===== src/rtl/seg7_pkg.sv =====
// Shared 7-segment types and the active-low hex glyph table for the display path.
package seg7_pkg;

   typedef logic [6:0] seg7_t;

   localparam seg7_t SEG_BLANK = 7'h7F;

   // Segment order {g,f,e,d,c,b,a}, a lit segment is driven 0.
   localparam seg7_t SEG_HEX [16] = '{
      7'h40, 7'h79, 7'h24, 7'h30, 7'h19, 7'h12, 7'h02, 7'h78,
      7'h00, 7'h10, 7'h08, 7'h03, 7'h46, 7'h21, 7'h06, 7'h0E
   };

   function automatic seg7_t nibble_to_seg(input logic [3:0] nibble);
      return SEG_HEX[nibble];
   endfunction

endpackage


===== src/rtl/hex_to_7seg.sv =====
// Combinational hex nibble to active-low 7-segment glyph decoder.
module hex_to_7seg
   import seg7_pkg::*;
(
   input  logic [3:0] nibble,
   output seg7_t      seg
);

   assign seg = nibble_to_seg(nibble);

endmodule


===== src/rtl/seven_seg_scan.sv =====
// Time-multiplexed common-anode 7-segment driver with per-frame snapshot,
// leading-zero blanking and a one-cycle blank slot at every digit switch.
module seven_seg_scan
   import seg7_pkg::*;
#(
   parameter int N_DIGITS      = 4,
   parameter int REFRESH_DIV   = 100000,
   parameter int BLANK_LEADING = 1
) (
   input  logic                  clk,
   input  logic                  reset,
   input  logic [4*N_DIGITS-1:0] value,
   input  logic [N_DIGITS-1:0]   dp_mask,
   output logic [N_DIGITS-1:0]   anodes,
   output logic [6:0]            segments,
   output logic                  dp,
   output logic                  frame_done
);

   localparam int PW = (REFRESH_DIV > 1) ? $clog2(REFRESH_DIV) : 1;
   localparam int IW = (N_DIGITS > 1) ? $clog2(N_DIGITS) : 1;

   logic [PW-1:0]           prescaler;
   logic [IW-1:0]           idx;
   logic [4*N_DIGITS-1:0]   snapshot;

   logic                    tick;
   logic                    last_digit;
   logic [3:0]              nibble_sel;
   seg7_t                   seg_dec;
   logic                    lz_blank;
   logic [N_DIGITS-1:0]     digit_onehot;
   logic                    dp_sel;

   logic [N_DIGITS-1:0]     anodes_p1;
   seg7_t                   segments_p1;
   logic                    dp_p1;
   logic                    frame_done_p1;

   assign tick         = (prescaler == PW'(REFRESH_DIV - 1));
   assign last_digit   = (idx == IW'(N_DIGITS - 1));
   assign nibble_sel   = 4'(snapshot >> (4 * idx));
   assign digit_onehot = N_DIGITS'(1) << idx;
   assign dp_sel       = |(dp_mask & digit_onehot);

   // Digit idx is a leading zero when it and every nibble above it are zero.
   assign lz_blank = (BLANK_LEADING != 0) && (idx != '0) &&
                     ((snapshot >> (4 * idx)) == '0);

   hex_to_7seg u_dec (
      .nibble (nibble_sel),
      .seg    (seg_dec)
   );

   always_ff @(posedge clk or negedge reset) begin
      if (!reset) begin
         prescaler <= '0;
         idx       <= '0;
         snapshot  <= '0;
      end else begin
         prescaler <= tick ? '0 : prescaler + 1'b1;
         if (tick) begin
            idx <= last_digit ? '0 : idx + 1'b1;
            if (last_digit)
               snapshot <= value;
         end
      end
   end

   // Output register stage: the tick edge forces the anti-ghost blank slot.
   always_ff @(posedge clk or negedge reset) begin
      if (!reset) begin
         anodes_p1     <= '1;
         segments_p1   <= SEG_BLANK;
         dp_p1         <= 1'b1;
         frame_done_p1 <= 1'b0;
      end else begin
         frame_done_p1 <= tick && last_digit;
         if (tick) begin
            anodes_p1   <= '1;
            segments_p1 <= SEG_BLANK;
            dp_p1       <= 1'b1;
         end else begin
            anodes_p1   <= ~digit_onehot;
            segments_p1 <= lz_blank ? SEG_BLANK : seg_dec;
            dp_p1       <= ~dp_sel;
         end
      end
   end

   assign anodes     = anodes_p1;
   assign segments   = segments_p1;
   assign dp         = dp_p1;
   assign frame_done = frame_done_p1;

endmodule


===== config.mk =====
export PLATFORM = sky130hd
export DESIGN_NAME = seven_seg_scan
export DESIGN_NICKNAME = d
export VERILOG_FILES = /design/src/rtl/seg7_pkg.sv /design/src/rtl/hex_to_7seg.sv /design/src/rtl/seven_seg_scan.sv
export SDC_FILE = /design/constraint.sdc
export NUM_CORES = 1
export LEC_CHECK = 0
export CAP_MARGIN = 5
export CORE_ASPECT_RATIO = 2
export CORE_MARGIN = 4
export CORE_UTILIZATION = 45
export DETAILED_ROUTE_END_ITERATION = 8
export DONT_BUFFER_PORTS = 1
export PLACE_DENSITY = 0.67
export SYNTH_ARGS = -nofsm -noshare
export SYNTH_HDL_FRONTEND = slang
export SYNTH_HIERARCHICAL = 1
export SYNTH_SLANG_ARGS = --single-unit

===== constraint.sdc =====
create_clock -name clk -period 3.02 [get_ports clk]
set_clock_uncertainty 0.05 [all_clocks]
set_input_delay 0.453 -clock clk [delete_from_list [all_inputs] [get_ports clk]]
set_output_delay 0.453 -clock clk [all_outputs]
set_load 0.05 [all_outputs]

Word-level counts from Yosys, hierarchy flattened
Memories as Yosys holds them, arrays and structs flattened.
Cells that the tools add are included.
{"block": "totals", "regBits": 48, "mem_bits_ro": 112, "in_bits": 22, "out_inout_bits": 13, "elab_cells": 33, "mem_count": 1}
{"name": "(no name shown)", "words": 16, "word_bits": 7, "read_ports": 1, "rd_ports_with_merged_regs": 0, "write_ports": 0, "line_no": "seg7_pkg.sv:15", "text": "return SEG_HEX[nibble];"}
{"block": "classes", "n_addsub": 2, "order_cmp": 1, "eq_ne": 2, "shift": 2, "mux": 8, "bitwise_logic": 4, "reduce_logical": 6}
{"op": "7-bit two-way mux", "n": 4}
{"op": "17-bit by 1-bit adder with 17-bit output (second input constant)", "n": 1}
{"op": "17-bit equality test (second input constant)", "n": 1}
{"op": "17-bit two-way mux", "n": 1}
{"op": "16-bit logical NOT", "n": 1}
{"op": "16-bit by 4-bit >> shifter with 16-bit output", "n": 1}
{"op": "5-bit >= comparator (second input constant)", "n": 1}
{"op": "4-bit NOT with 5-bit output", "n": 1}
{"op": "4-bit bitwise AND", "n": 1}
{"op": "4-bit two-way mux", "n": 1}
{"op": "4-bit NOT", "n": 1}
{"op": "4-bit OR reduction", "n": 1}
{"op": "1-bit by 2-bit << shifter with 4-bit output (first input constant)", "n": 1}
{"op": "2-bit by 1-bit adder with 2-bit output (second input constant)", "n": 1}
{"op": "2-bit equality test (second input constant)", "n": 1}
{"op": "1-bit logical AND", "n": 2}
{"op": "2-bit two-way mux", "n": 1}
{"op": "2-bit AND reduction", "n": 1}
{"op": "2-bit nonzero test", "n": 1}
{"op": "1-bit two-way mux", "n": 1}
{"op": "1-bit NOT", "n": 1}

Depth between registers and ports, before layout
{"block": "depth", "depth_word": 7, "ltp_mapped": 8, "depth_no_buf": 7}

Cells and area by module
The synthesis kept the hierarchy.
{"mod": "seven_seg_scan", "instances": 1, "cells_per_inst": 174, "area_per_inst_um2": 2168.3, "seq_area_each_um2": 1216.2}
{"mod": "hex_to_7seg", "instances": 1, "cells_per_inst": 33, "area_per_inst_um2": 274.0, "seq_area_each_um2": 0.0}

Worst setup path before layout
No wires, ideal clock.
{"block": "synth_timing", "kind": "register to register", "from": "register idx[0]", "to": "register segments_p1[3] (netlist: segments[3])", "setup_time_ps": 90, "t_arrival_ps": 1996, "t_required_ps": 2880, "slack_ps": 884, "path_stages_with_launch": 8, "path_buffers": 1, "synth_period_minus_slack_ps": 2136, "path_cell_list": "dfrtp_1 -> buf_6 -> mux4_2 -> inv_1 -> ha_1 -> inv_1 -> mux4_1 -> nand3b_1"}
{"block": "synth_via", "elab_chain_cells": 7, "elab_cells_between_ends": 10, "cone_classes": "shift: 1; mux: 4; bitwise: 1; reduce/logical: 3; memory: 1"}
{"element": "start: declaration", "line_no": "seven_seg_scan.sv:24", "text": "logic [IW-1:0] idx;"}
{"element": "start signal: assignment", "line_no": "seven_seg_scan.sv:63", "text": "idx <= last_digit ? '0 : idx + 1'b1;"}
{"element": "16-bit by 4-bit >> shifter with 16-bit output", "line_no": "seven_seg_scan.sv:48", "text": "((snapshot >> (4 * idx)) == '0);"}
{"element": "named net nibble_sel[0]", "line_no": "seven_seg_scan.sv:29", "text": "logic [3:0] nibble_sel;"}
{"element": "4-bit NOT with 5-bit output (implied by the code)", "line_no": "seg7_pkg.sv:15"}
{"element": "memory read 16 x 7 bit"}
{"element": "7-bit two-way mux (implied by the code) (2 in a row)", "line_no": "seg7_pkg.sv:15"}
{"element": "named net seg_dec[3]", "line_no": "seven_seg_scan.sv:30", "text": "seg7_t seg_dec;"}
{"element": "7-bit two-way mux", "line_no": "seven_seg_scan.sv:85", "text": "segments_p1 <= lz_blank ? SEG_BLANK : seg_dec;"}
{"element": "7-bit two-way mux", "line_no": "seven_seg_scan.sv:79", "text": "if (tick) begin"}
{"element": "end signal: assignment", "line_no": "seven_seg_scan.sv:85"}
{"element": "end: declaration", "line_no": "seven_seg_scan.sv:36", "text": "seg7_t segments_p1;"}
The timed path passes the listed nets, and every way through them passes these cells. The select of a mux whose other input is x is not followed.
A chain may end at the register's enable or synchronous reset.

Worst setup path in the final report
Same ends and word-level chain as after synthesis.

==> impl_metrics.tcl <==
set metrics [dict create \
    cp.arrival_ps 2550 \
    firstDrtPassIters 4 \
    syn-num-nets 241 \
    die_w_um 60.10 \
    ys_types 40 \
    cp-endpoint "segments[3]" \
    placementRows 37 \
    clock_sinks 48 \
    wirelength_mm 4.565 \
    postCtsResizedCells 0 \
    final-hold-violation-count 0 \
    path_buf_inv 2 \
    min_period_ps 2375 \
    synth-seq-cells 48 \
    start_util 0.4710 \
    synth_ff_type "dfrtp_1" \
    cts_buffer_depth 2 \
    area_delta_synth_final_pct 7.121 \
    required_ps 3190 \
    setup_viol_count_final 0 \
    place.gp.congestion 0.8046 \
    grt-ovfl-total 0 \
    fmax_ghz 0.4211 \
    final.fill_count 469 \
    async_reset_ff_frac 1.000 \
    crit_family "multiplexers" \
    worst_pin_slew_ps 469.7 \
    max-cap-violations 0 \
    syn-instance-count 207 \
    drc_errors 0 \
    yosysTopAreaCellShare 0.3689 \
    cts_buffers 5 \
    rrSetupSlack_ps 650 \
    vias_per_cell 5.791 \
    dpl.hpwl_mm 3.409 \
    grt_usage 0.1516 \
    synth.largest_area_cell "dfrtp_1" \
    diodes 0 \
    initialDrtViolationCount 42 \
    yosysWarnings 6 \
    start_kind "flop" \
    timing.rr.end "segments[3]" \
    cp.depth 6 \
    die_h_um 112.2 \
    rr_worst_depth 6 \
    power.total_mw 1.263 \
    drive_gt1_frac 0.2190 \
    crit_type "reg2reg" \
    nets 243 \
    avgSynthCellArea_um2 11.80 \
    r2r-start "idx[0]" \
    final-max-slew-violation-count 0 \
    htreeDepth 2 \
    grt_pass1_wl_mm 7.886 \
    synth.area.top_cells "dfrtp_1 37%, dfstp_2 13%, mux2_2 7.4%, ha_1 6.1%, mux4_2 3.7%" \
    hold_class "in2reg" \
    leakage_nw 1.108 \
    syn_area_mm2 0.002442 \
    worstPathCellList "mux4_2 > inv_1 > ha_1 > inv_1 > mux4_1 > nand3b_1" \
    seq_area_frac_synth 0.4980 \
    vias 1552 \
    finalSetupTns_ps 0 \
    crit_fanout 11 \
    vdd_drop_max_mv 0.4718 \
    period_share 0.7864 \
    antenna_found_initial 0 \
    crit_top_cell "inv_1" \
    grt_pass1_vias 1642 \
    grt_max_degree 49 \
    portBuffers 0 \
    pin_count 35 \
    ant_nets 0 \
    max_stage_delay_ps 650 \
    wl_per_cell_um 17.03 \
    status "complete, no violations" \
    relSlewSlack 0.6861 \
    cellPowerDensity_mw_per_mm2 482.8 \
    synth_edf_count 0 \
    core_area_mm2 0.005185 \
    clk_pin_slew_ps 100 \
    cts_tree "yes" \
    cts-root-buf "clkbuf_8" \
    cp-end-kind "flop" \
    die-area_mm2 0.006742 \
    critical-path-slowest-cell "mux4_2" \
    grt_setup_unrepaired "no" \
    clock_latency_ps 310 \
    crit_start "idx[0]" \
]
==> worst min-delay path by stage <==
stage                         start            to  slack [ps]  cells after the start
after floorplan               reset    frame_done         110                      0
after global placement        reset  prescaler[0]         110                      0
after detailed placement      reset    frame_done         110                      0
after CTS                 value[14]  snapshot[14]         240                      1
after global routing       value[3]   snapshot[3]         230                      1
final                     value[14]  snapshot[14]         240                      1
==> area by class of cell <==
class,count,area (um2),area share
Clock buffer,5,68.82,0.02630
Multi-Input combinational cell,144,1145,0.4376
Inverter,8,30.03,0.01148
Tap cell,58,72.57,0.02774
Clock inverter,3,46.29,0.01769
Sequential cell,48,1216,0.4649
Timing Repair Buffer,2,37.54,0.01435
==> logic make-up after synthesis <==
family | Yosys count | share of synthesized area
and+or+nand+nor | 76 | 0.1711
DFF | 48 | 0.4979
adders and majority gates | 12 | 0.06147
muxes | 25 | 0.1399
xor gates and xnor gates | 13 | 0.04662
AOI/OAI and AO/OA | 18 | 0.04969
buffers and inverters | 15 | 0.03330
==> power breakdown <==
group	internal (mW)	switching [mW]
Combinational	0.0352	0.0364
Sequential	0.671	0.0449
Clock	0.250	0.227
Total	0.955	0.308
==> sequential cells by signal (all words and copies together) (netlist names) <==
name,count
frame_done,1
dp,1
anodes,4
prescaler,17
idx,2
segments,7
snapshot,16
==> cells in the final DEF, fill, tap and decap left out, types with 5 or more instances in the layout <==
cell type  count
and3_1         6
clkbuf_8       5
dfrtp_1       36
dfstp_2       12
ha_1          12
inv_1          8
mux2_2        16
nand2_1       16
nand3_1       10
nand3b_1       7
nor2_1        14
nor4_1         5
o21ai_0        6
xnor2_1        9
==> what timing repair did <==
item	in CTS	in global routing
setup buffers	0	0
hold buffers	2	0
hold endpoints to repair	48	0
==> synth_stat cells (all sizes together) (5+ instances only) <==
master / number
nand2: 16
nand3b: 7
and3: 6
inv: 8
mux4: 5
dfrtp: 36
nor2: 14
buf: 5
nor4: 6
ha: 12
dfstp: 12
xnor2: 9
mux2: 17
nand3: 11
o21ai: 6
==> through the flow <==
| stage | util | cell area [um2] | setup WS, ps | hold slack (ps) | cells |
|---|---|---|---|---|---|
| 2_1_floorplan | - | 2442 | 883.9 | 107.4 | 207 |
| 3_3_place_gp | 0.4751 | 2464 | 694.5 | 109.0 | 258 |
| 6_report | 0.5046 | 2616 | 645.2 | 240.4 | 268 |
| 5_1_grt | 0.5046 | 2616 | 436.5 | 231.5 | 268 |
| 4_1_cts | 0.5046 | 2616 | 617.3 | 235.4 | 268 |
| 3_5_place_dp | 0.4751 | 2464 | 638.7 | 109.5 | 258 |
==> routing by layer <==
layer,up-vias,GRT usage,share of wire
met2,29,0.2637,0.57
met3,8,0.03682,0.041
met4,0,0.05917,0.019
met1,778,0.1701,0.37
met5,-,0,0
li1,737,-,-
Note: power is estimated with default switching activity, not from simulation.
